File: src/rtl/psd_pkg.sv
// Shared types, default widths and helper functions for the phase-sensitive detector.
package psd_pkg;

    localparam int DATA_W_DEF = 16;
    localparam int ACC_W_DEF  = 48;
    localparam int EXT_W      = 64;  // widest accumulator the helpers support

    typedef enum logic {IDLE, ACCUM} state_t;

    // Sign-extend the low w bits of x to EXT_W bits.
    function automatic logic signed [EXT_W-1:0] sext(input logic [EXT_W-1:0] x, input int unsigned w);
        logic signed [EXT_W-1:0] r;
        r = x << (EXT_W - w);
        return r >>> (EXT_W - w);
    endfunction

    function automatic logic [EXT_W-1:0] acc_max(input int unsigned w);
        return (EXT_W'(1) << (w - 1)) - EXT_W'(1);
    endfunction

    function automatic logic [EXT_W-1:0] acc_min(input int unsigned w);
        return ~acc_max(w);
    endfunction

endpackage

File: src/rtl/psd_demod_if.sv
// Sample/reference inputs and I/Q result outputs of the lock-in demodulator.
interface psd_demod_if import psd_pkg::*; #(
    parameter int DATA_W = DATA_W_DEF,
    parameter int ACC_W  = ACC_W_DEF
);
    logic signed [DATA_W-1:0] i_adc_data;
    logic signed [DATA_W-1:0] i_ref_sin;
    logic signed [DATA_W-1:0] i_ref_cos;
    logic                     i_psd_flag;
    logic signed [ACC_W-1:0]  o_I;
    logic signed [ACC_W-1:0]  o_Q;
    logic [15:0]              o_n_samples;
    logic                     o_valid;
    logic                     o_ovf;
    logic                     o_timeout;

    modport master (
        output i_adc_data, i_ref_sin, i_ref_cos, i_psd_flag,
        input  o_I, o_Q, o_n_samples, o_valid, o_ovf, o_timeout
    );

    modport slave (
        input  i_adc_data, i_ref_sin, i_ref_cos, i_psd_flag,
        output o_I, o_Q, o_n_samples, o_valid, o_ovf, o_timeout
    );
endinterface

File: src/rtl/psd_mac_sat.sv
// Registered signed multiply followed by a clearable, loadable, saturating accumulator.
module psd_mac_sat import psd_pkg::*; #(
    parameter int DATA_W = DATA_W_DEF,
    parameter int ACC_W  = ACC_W_DEF
) (
    input  logic                     clk,
    input  logic                     rst_n,
    input  logic signed [DATA_W-1:0] a,
    input  logic signed [DATA_W-1:0] b,
    input  logic                     clear,
    input  logic                     load,
    input  logic                     accum,
    output logic signed [ACC_W-1:0]  acc,
    output logic                     ovf
);
    localparam logic signed [ACC_W-1:0] ACC_MAX = ACC_W'(acc_max(ACC_W));
    localparam logic signed [ACC_W-1:0] ACC_MIN = ACC_W'(acc_min(ACC_W));

    logic signed [2*DATA_W-1:0] prod_p1;
    logic signed [ACC_W-1:0]    ext_p1;
    logic signed [ACC_W-1:0]    sum_p1;
    logic                       ovf_raw;
    logic signed [ACC_W-1:0]    acc_p2;

    // Returns {overflow, clamped sum}.
    function automatic logic [ACC_W:0] sat_add(input logic signed [ACC_W-1:0] x,
                                               input logic signed [ACC_W-1:0] y);
        logic signed [ACC_W:0] s;
        s = {x[ACC_W-1], x} + {y[ACC_W-1], y};
        if (s[ACC_W] != s[ACC_W-1])
            return {1'b1, (s[ACC_W] ? ACC_MIN : ACC_MAX)};
        return {1'b0, s[ACC_W-1:0]};
    endfunction

    assign ext_p1 = ACC_W'(sext(EXT_W'($unsigned(prod_p1)), 2 * DATA_W));

    always_comb begin
        {ovf_raw, sum_p1} = sat_add(acc_p2, ext_p1);
    end

    // S2: product register; S3: accumulator
    always_ff @(posedge clk) begin
        if (!rst_n) begin
            prod_p1 <= '0;
            acc_p2  <= '0;
        end else begin
            prod_p1 <= (2*DATA_W)'(a) * (2*DATA_W)'(b);
            if (clear)
                acc_p2 <= '0;
            else if (load)
                acc_p2 <= ext_p1;
            else if (accum)
                acc_p2 <= sum_p1;
        end
    end

    assign acc = acc_p2;
    assign ovf = accum & ovf_raw;
endmodule

File: src/rtl/psd_demod.sv
// Lock-in demodulator: multiplies ADC samples by the NCO sin/cos pair and sums I/Q per strobe window.
module psd_demod import psd_pkg::*; #(
    parameter int DATA_W  = DATA_W_DEF,
    parameter int ACC_W   = ACC_W_DEF,
    parameter int DEC_N   = 1,
    parameter int MAX_GAP = 1024
) (
    input logic        i_clk_250M,
    input logic        i_rst_n,
    psd_demod_if.slave bus
);
    localparam int               GAP_W    = $clog2(MAX_GAP + 1);
    localparam logic [7:0]       WIN_LAST = 8'(DEC_N - 1);
    localparam logic [GAP_W-1:0] GAP_LAST = GAP_W'(MAX_GAP - 1);

    logic signed [DATA_W-1:0] adc_p0, sin_p0, cos_p0;
    logic                     flag_p0, flag_p1;
    state_t                   state, state_nxt;
    logic                     load, accum, clear, close, expire, gap_hit;
    logic [15:0]              n_p2;
    logic [7:0]               win_p2;
    logic [GAP_W-1:0]         gap_p2;
    logic                     ovf_sticky, ovf_i, ovf_q;
    logic signed [ACC_W-1:0]  acc_i_p2, acc_q_p2, res_i_p2, res_q_p2;
    logic [15:0]              res_n_p2;
    logic                     res_ovf_p2, vld_p2, timeout;

    // S1: input capture; S2: flag delayed to line up with the products
    always_ff @(posedge i_clk_250M) begin
        if (!i_rst_n) begin
            adc_p0  <= '0;
            sin_p0  <= '0;
            cos_p0  <= '0;
            flag_p0 <= 1'b0;
            flag_p1 <= 1'b0;
        end else begin
            adc_p0  <= bus.i_adc_data;
            sin_p0  <= bus.i_ref_sin;
            cos_p0  <= bus.i_ref_cos;
            flag_p0 <= bus.i_psd_flag;
            flag_p1 <= flag_p0;
        end
    end

    psd_mac_sat #(.DATA_W(DATA_W), .ACC_W(ACC_W)) mac_i (
        .clk(i_clk_250M), .rst_n(i_rst_n), .a(adc_p0), .b(sin_p0),
        .clear(clear), .load(load), .accum(accum), .acc(acc_i_p2), .ovf(ovf_i)
    );

    psd_mac_sat #(.DATA_W(DATA_W), .ACC_W(ACC_W)) mac_q (
        .clk(i_clk_250M), .rst_n(i_rst_n), .a(adc_p0), .b(cos_p0),
        .clear(clear), .load(load), .accum(accum), .acc(acc_q_p2), .ovf(ovf_q)
    );

    assign gap_hit = (gap_p2 == GAP_LAST);

    always_ff @(posedge i_clk_250M) begin
        if (!i_rst_n) state <= IDLE;
        else          state <= state_nxt;
    end

    always_comb begin
        state_nxt = state;
        case (state)
            IDLE:    if (flag_p1) state_nxt = ACCUM;
            ACCUM:   if (!flag_p1 && gap_hit) state_nxt = IDLE;
            default: state_nxt = IDLE;
        endcase
    end

    always_comb begin
        load   = 1'b0;
        accum  = 1'b0;
        clear  = 1'b0;
        close  = 1'b0;
        expire = 1'b0;
        case (state)
            IDLE: begin
                if (flag_p1) load  = 1'b1;
                else         clear = 1'b1;
            end
            ACCUM: begin
                if (flag_p1) begin
                    if (win_p2 == WIN_LAST) begin
                        close = 1'b1;
                        load  = 1'b1;
                    end else begin
                        accum = 1'b1;
                    end
                end else if (gap_hit) begin
                    expire = 1'b1;
                    clear  = 1'b1;
                end else begin
                    accum = 1'b1;
                end
            end
            default: clear = 1'b1;
        endcase
    end

    // S3: window counters and result registers
    always_ff @(posedge i_clk_250M) begin
        if (!i_rst_n) begin
            n_p2       <= '0;
            win_p2     <= '0;
            gap_p2     <= '0;
            ovf_sticky <= 1'b0;
            res_i_p2   <= '0;
            res_q_p2   <= '0;
            res_n_p2   <= '0;
            res_ovf_p2 <= 1'b0;
            vld_p2     <= 1'b0;
            timeout    <= 1'b0;
        end else begin
            vld_p2 <= close;
            if (close) begin
                res_i_p2   <= acc_i_p2;
                res_q_p2   <= acc_q_p2;
                res_n_p2   <= n_p2;
                res_ovf_p2 <= ovf_sticky;
            end
            if (expire)
                timeout <= 1'b1;
            if (load) begin
                n_p2       <= 16'd1;
                win_p2     <= '0;
                gap_p2     <= '0;
                ovf_sticky <= 1'b0;
            end else if (accum) begin
                n_p2       <= (n_p2 == 16'hFFFF) ? n_p2 : n_p2 + 16'd1;
                ovf_sticky <= ovf_sticky | ovf_i | ovf_q;
                if (flag_p1) begin
                    win_p2 <= win_p2 + 8'd1;
                    gap_p2 <= '0;
                end else begin
                    gap_p2 <= gap_p2 + GAP_W'(1);
                end
            end else begin
                n_p2       <= '0;
                win_p2     <= '0;
                gap_p2     <= '0;
                ovf_sticky <= 1'b0;
            end
        end
    end

    assign bus.o_I         = res_i_p2;
    assign bus.o_Q         = res_q_p2;
    assign bus.o_n_samples = res_n_p2;
    assign bus.o_ovf       = res_ovf_p2;
    assign bus.o_valid     = vld_p2;
    assign bus.o_timeout   = timeout;
endmodule

File: src/flat_wrapper.sv
// flat-port wrapper written by rule: the top's interface ports become plain ports
module psd_demod_flat import psd_pkg::*;
#(
    parameter int DATA_W  = DATA_W_DEF,
    parameter int ACC_W   = ACC_W_DEF,
    parameter int DEC_N   = 1,
    parameter int MAX_GAP = 1024
)
  (i_clk_250M, i_rst_n, bus_i_adc_data, bus_i_ref_sin, bus_i_ref_cos, bus_i_psd_flag, bus_o_I, bus_o_Q, bus_o_n_samples, bus_o_valid, bus_o_ovf, bus_o_timeout);
  psd_demod_if #(.DATA_W(DATA_W), .ACC_W(ACC_W)) bus_i ();
  input logic i_clk_250M;
  input logic i_rst_n;
  input wire logic [$bits(bus_i.i_adc_data)-1:0] bus_i_adc_data;
  input wire logic [$bits(bus_i.i_ref_sin)-1:0] bus_i_ref_sin;
  input wire logic [$bits(bus_i.i_ref_cos)-1:0] bus_i_ref_cos;
  input wire logic [$bits(bus_i.i_psd_flag)-1:0] bus_i_psd_flag;
  output wire logic [$bits(bus_i.o_I)-1:0] bus_o_I;
  output wire logic [$bits(bus_i.o_Q)-1:0] bus_o_Q;
  output wire logic [$bits(bus_i.o_n_samples)-1:0] bus_o_n_samples;
  output wire logic [$bits(bus_i.o_valid)-1:0] bus_o_valid;
  output wire logic [$bits(bus_i.o_ovf)-1:0] bus_o_ovf;
  output wire logic [$bits(bus_i.o_timeout)-1:0] bus_o_timeout;
  assign bus_i.i_adc_data = bus_i_adc_data;
  assign bus_i.i_ref_sin = bus_i_ref_sin;
  assign bus_i.i_ref_cos = bus_i_ref_cos;
  assign bus_i.i_psd_flag = bus_i_psd_flag;
  assign bus_o_I = bus_i.o_I;
  assign bus_o_Q = bus_i.o_Q;
  assign bus_o_n_samples = bus_i.o_n_samples;
  assign bus_o_valid = bus_i.o_valid;
  assign bus_o_ovf = bus_i.o_ovf;
  assign bus_o_timeout = bus_i.o_timeout;
  psd_demod #(.DATA_W(DATA_W), .ACC_W(ACC_W), .DEC_N(DEC_N), .MAX_GAP(MAX_GAP)) u_core (.i_clk_250M(i_clk_250M), .i_rst_n(i_rst_n), .bus(bus_i));
endmodule
File: config.mk
export PLATFORM = sky130hd
export DESIGN_NAME = psd_demod_flat
export DESIGN_NICKNAME = d
export VERILOG_FILES = /design/src/rtl/psd_pkg.sv /design/src/rtl/psd_demod_if.sv /design/src/rtl/psd_mac_sat.sv /design/src/rtl/psd_demod.sv /design/src/flat_wrapper.sv
export SDC_FILE = /design/constraint.sdc
export NUM_CORES = 2
export LEC_CHECK = 0
export CAP_MARGIN = 40
export CORE_UTILIZATION = 40
export CTS_CLUSTER_SIZE = 14
export DETAILED_ROUTE_END_ITERATION = 16
export GPL_TIMING_DRIVEN = 0
export PLACE_DENSITY = 0.63
export SLEW_MARGIN = 10
export SYNTH_ARGS = -nofsm -noshare
export SYNTH_HDL_FRONTEND = slang
export SYNTH_SLANG_ARGS = --single-unit
File: constraint.sdc
create_clock -name i_clk_250M -period 7.05 [get_ports i_clk_250M]
set_input_delay 1.41 -clock i_clk_250M [delete_from_list [all_inputs] [get_ports i_clk_250M]]
set_output_delay 1.41 -clock i_clk_250M [all_outputs]
set_load 0.005 [all_outputs]
After elaboration in Yosys (flattened, before gate mapping)
Cells that the tools add are included.
{ "totals": {"register_bits": 362, "latch_bits": 0, "ram_bits": 0, "rom_bits": 0, "inputBits": 51, "out_inout_bits": 115, "wordCells": 78, "n_memories": 0} }
{ "op_classes": {"n_addsub": 5, "multipliers": 2, "div_mod_pow": 0, "n_lt_le_gt_ge": 0, "eq_ne": 5, "shifts": 0, "n_mux": 31, "bitwise_logic": 7, "reduce_logical": 7} }
{ "ops": {"columns": ["operator", "n"], "rows": [
  ["2-to-1 mux 48 bit", 6],
  ["2-to-1 mux 49 bit", 4],
  ["adder 48 x 32 -> 49 bit", 2],
  ["multiplier 16 x 16 -> 32 bit", 2],
  ["2-to-1 mux 1 bit", 18],
  ["adder 16 x 1 -> 16 bit, second input constant", 1],
  ["equality test 16 bit, second input constant", 1],
  ["adder 11 x 1 -> 11 bit, second input constant", 1],
  ["equality test 11 x 10 -> 1 bit, second input constant", 1],
  ["adder 8 x 1 -> 8 bit, second input constant", 1],
  ["logical NOT 8 bit", 1],
  ["one-hot mux 1 bit (2 select lines)", 3],
  ["OR reduction 4 bit", 1],
  ["inequality test 3 x 2 -> 1 bit, second input constant", 1],
  ["inverter 1 bit", 3],
  ["OR reduction 3 bit", 1],
  ["AND 1 bit", 2],
  ["inequality test 1 bit", 2],
  ["OR 1 bit", 2],
  ["nonzero test 2 bit", 1],
  ["OR reduction 2 bit", 1],
  ["logical AND 1 bit", 1],
  ["logical NOT 1 bit", 1]
]} }

Depth between registers and ports, before layout
{ "logic_depth": {"ltp_word": 7, "mapped_depth": 24} }

Hierarchy
A second synthesis with hierarchy kept.
{ "hier_totals": {"hier_cells": 4420, "area_unflattened_um2": 38718.4} }
{ "by_module_without_submodules": {"columns": ["mod", "n_inst", "cells_per_inst", "area_per_inst_um2", "seq_area_each_um2"], "rows": [
  ["psd_mac_sat at u_core.mac_i", 1, 1834, 15921.5, 1601.5],
  ["psd_mac_sat at u_core.mac_q", 1, 1778, 15364.7, 1601.5],
  ["psd_demod", 1, 808, 7432.1, 4043.9]
]} }

Worst setup path after synthesis
Ideal clock, no wire load.
{ "synth_timing": {"path_kind": "register to register", "startpoint": "register u_core.adc_p0[15]", "endpoint": "register u_core.mac_q.prod_p1[31]", "setup_time_ps": 106, "arrival_ps": 5843, "setup_slack_ps": 1101, "stages_incl_launch_ff": 22, "path_cell_list": "dfxtp_1 clkbuf_1 nand2_1 inv_1 fa_1 fa_1 fa_1 fa_1 fa_1 inv_1 fa_1 inv_1 ha_1 nand3_1 nor2_1 a21oi_1 o211ai_1 a21oi_1 o21ai_0 o21a_1 nor2_1 o311ai_0"} }
{ "synth_between": {"elab_chain_len": 1} }
{ "synth_rtl": {"columns": ["item", "line", "source"], "rows": [
  ["start, declared", "psd_demod.sv:16", "logic signed [DATA_W-1:0] adc_p0, sin_p0, cos_p0;"],
  ["start signal, assigned", "psd_demod.sv:37", "adc_p0 <= bus.i_adc_data;"],
  ["multiplier 16 x 16 -> 32 bit", "psd_mac_sat.sv:47", "prod_p1 <= (2*DATA_W)'(a) * (2*DATA_W)'(b);"],
  ["end signal, assigned", "psd_mac_sat.sv:47", null],
  ["end, declared", "psd_mac_sat.sv:19", "logic signed [2*DATA_W-1:0] prod_p1;"]
]} }
No other way between the ends.
A chain may end at the register's enable or synchronous reset.

Final worst setup path
{ "layout_timing": {"startpoint": "register u_core.cos_p0[5]", "endpoint": "register u_core.mac_q.prod_p1[31]"} }
{ "layout_between": {"elab_chain_len": 1} }
{ "layout_rtl": {"columns": ["item", "line", "source"], "rows": [
  ["start, declared", "psd_demod.sv:16", null],
  ["start signal, assigned", "psd_demod.sv:39", "cos_p0 <= bus.i_ref_cos;"],
  ["multiplier 16 x 16 -> 32 bit", "psd_mac_sat.sv:47", null]
]} }
No other way between the ends.

==> out/results.ini <==
[outcome]
status=complete, no violations

[logic_synthesis]
yosys-top-cells-area=fa_1, dfxtp_1, ha_1
async_flop_share_pct=0
synth_adder_area_share_pct=37.58
syn_avg_cell_area_um2=8.680
synth-edff-count=0
synth-main-ff-cell=dfxtp_1
synth.largest_area_cell=fa_1
syn_inst=4241
synthSimpleGateAreaFrac_pct=17.15
synth-compound-area-share_pct=12.73
synth_top_family_by_area=adder cells
ys_ff_latch=362
synth_area_um2=36810
synth_xor_area_share_pct=4.140
ys_seq_area_share_pct=19.69
synth.top_cell.area_share_pct=28.61
synth_warnings=0
synth_nets=5082
ys_types=89
muxShareOfSynthArea_pct=0.1360

[placement]
dp.cells=5593
port-buffer-count=165
post-dp-hpwl_um=83490
gp_congestion=0.9380

[global_routing]
antenna_found_initial=2
grt_busiest_layer=met2
grt_use_total_pct=22.55
grt_max_degree=20
met3_usage_pct=4.347
use_met1_pct=31.30
grt_pass1_wl_um=164900
grt_pass1_vias=29780
grtUsageMet2_pct=35.03
gr-total-overflow=0

[clock_tree]
htree_levels=2
cts-root-buf=clkbuf_16
worstSkewPairLatency_ps=600
cts_hold_buf=0
cts_sinks=362
clk_pin_slew_worst_paths_ps=60
cts_tree=built
clk_path_buf_depth=3
cts_buffers=43

[setup_path]
ff2ff_setup_slack_ps=270
cp-start-kind=flop
crit_buf_inv=4
rr_worst_depth=22
crit_path_frequent_cell=fa_1
path_class=flop to flop
cp_max_fo=10
regToRegEndpoint=u_core.mac_q.prod_p1[31]
cpPeakStageDelay_ps=540
critPathCapture=u_core.mac_q.prod_p1[31]
crit_chain=buf_2 > and2_1 > fa_1 > inv_1 > fa_1 > fa_1 > fa_1 > inv_1 > fa_1 > fa_1 > ha_1 > and4_1 > o2bb2ai_1 > a31oi_2 > a311oi_4 > o21a_1 > a21oi_1 > o21ai_1 > nor3_1 > o21ai_0 > o311ai_2 > buf_1
cp.required_ps=7550
path_delay_family=adder cells
cp.arrival_ps=7280
worst_setup_path_end_kind=flop
critPathLaunch=u_core.cos_p0[5]
r2r_start=u_core.cos_p0[5]
slowest_stage=dfxtp_1
path_depth=22

[detailed_routing]
drcViolationCount=0
ant_nets=0
wl_per_cell_um=18.18
wirelength_um=103200
routed_via_density=5.144
dr.first_iter.drc_count=1768
via_count=29190
dr.pass1.iters=5

[power]
switchingPower_mw=4.034
p_leak_nw=19.36
max-vdd-ir-drop_uv=199.4
share_comb_of_total_power_pct=49.7
power_frac_seq_pct=25.5
cellPowerDensity_nw_per_um2=227.7
clkPwrFrac_pct=24.9
internal-power_mw=5.472
p_sw_share_pct=42.44

[die]
num_rows=110
die_h_um=305.4
fp.coreArea_um2=90560
start_util_pct=40.65
die_width_um=305.4
die_area_um2=93240
ios=166

[sta]
tightest_slew_ps=884.7
min_period_ps=6781
hold_viol=0
finalMaxSlewViolations=0
rsz0062_at_grt=true
slew_headroom_pct=41.02
hold_slack_ps=446.5
setup-tns-final_ps=0
setup_viol=0
fmax_ghz=0.1475
period_share_pct=96.18
skew_ps=20.09

[cells_and_area]
drive_above_1_share_pct=5.447
final_cell_mix=nand2_1, inv_1, fa_1
nNetsFinal=5305
final_common_cell=nand2_1
stdcell_count=5675
syn_to_final_growth_pct=13.42

[worst_hold_path]
hp-class=flop to flop

[job]
maxCapViolations=0

[final cells by class]
class                   instances  area (um^2)
inverters                     620         2327
multi-input cells            3057        26490
clock inverters                19        246.5
clock buffers                  60         1240
repair buffers                178         1792
flip-flops and latches        362         7262
fillers                      8901        48810
diodes                          1        2.502
plain buffers                 202        920.9
well taps                    1176         1471
[cells in the mapped netlist (4+ instances only)]
cell type and number:
nand2_1 624, inv_1 619, fa_1 526, dfxtp_1 362, and2_1 316, a21oi_1 302
ha_1 264, nor2_1 193, clkbuf_1 177, o21ai_0 139, xnor2_1 106, a21o_1 72
xor2_1 68, nand3_1 44, a21oi_2 31, o21bai_1 29, nand2b_1 28, and3_1 27
nand4_1 25, nor3_1 24, a31oi_1 21, o21a_1 17, nor2b_1 16, buf_2 15
a211oi_1 13, a2111oi_0 12, o211ai_1 12, o31ai_1 11, o21ai_1 10, or3_1 9
and4_1 8, nor4_1 7, buf_6 6, a21boi_0 5, a311oi_1 5, mux2i_1 5
o2111ai_1 5, o22ai_1 5, a221oi_1 4
[routing by layer]
layer,part of all wire (%),wire length [um]
met1,46,47030
met2,44,45490
met3,6.8,7053
met4,3.5,3614
met5,0,0
[worst reg2reg max path, cell delays in order (launching register included)]
cell and delay, ps:
dfxtp_1 540, buf_2 360, and2_1 210, fa_1 410, inv_1 90, fa_1 450, fa_1 440, fa_1 500
inv_1 50, fa_1 540, fa_1 410, ha_1 370, and4_1 260, o2bb2ai_1 130, a31oi_2 290, a311oi_4 200
o21a_1 240, a21oi_1 280, o21ai_1 180, nor3_1 200, o21ai_0 140, o311ai_2 120, buf_1 260
[sequential cells by signal (all words and copies together), names as in the netlist]
signal	cells
u_core.bus.o_I	48
u_core.bus.o_Q	48
u_core.mac_i.acc	48
u_core.mac_q.acc	48
u_core.mac_i.prod_p1	32
u_core.mac_q.prod_p1	32
u_core.adc_p0	16
u_core.bus.o_n_samples	16
u_core.cos_p0	16
u_core.n_p2	16
u_core.sin_p0	16
u_core.gap_p2	11
u_core.win_p2	8
u_core.bus.o_ovf	1
u_core.bus.o_timeout	1
u_core.bus.o_valid	1
u_core.flag_p0	1
u_core.flag_p1	1
u_core.ovf_sticky	1
u_core.state	1
[timing repair]
action	4_1_cts	5_1_grt
setup buffers	0	1
resized for setup	34	94
gates cloned	0	0
setup endpoints to repair	10	11
pin swaps	0	2
[how the worst min path moves through the flow]
stage | depth (start not counted) | endpoint | startpoint | slack, ps
floorplan | 1 | u_core.flag_p1 | u_core.flag_p0 | 410
global placement | 1 | u_core.flag_p1 | u_core.flag_p0 | 420
detailed placement | 1 | u_core.flag_p1 | u_core.flag_p0 | 420
CTS | 1 | u_core.flag_p1 | u_core.flag_p0 | 440
global route | 1 | u_core.flag_p1 | u_core.flag_p0 | 440
finish | 1 | u_core.flag_p1 | u_core.flag_p0 | 450
[power groups by stage]
stage                     Combinational (mW)  Clock [mW]  Sequential [mW]
after global placement                  4.54           0             2.47
after global routing                    5.38        2.50             2.44
final                                   4.72        2.36             2.42
after CTS                               4.67        2.43             2.41
after detailed placement                4.63           0             2.46
after floorplan                         3.49           0             2.37
[logic make-up (layout without fill, tap and decap cells)]
family,count (synthesis),after routing
AND/OR/NAND/NOR,1339,1339
buffers and inverters,822,1079
adder cells (fa/ha/maj),790,790
AO/OA/AOI/OAI,749,749
flip-flops,362,362
XOR/XNOR,174,174
multiplexers,5,5
other,0,1
[stage by stage]
step           power [mW]  util, %  area (um^2)  setup slack (ps)
2_1_floorplan       5.858        -        36810              1101
3_3_place_gp        7.016    44.10        39930            -993.7
3_5_place_dp        7.084    44.24        40060            -678.1
4_1_cts             9.506    45.93        41600             15.20
5_1_grt             10.31    46.10        41750            -3.270
6_report            9.506    46.10        41750             269.3
Power figures use the tool's default switching activity.
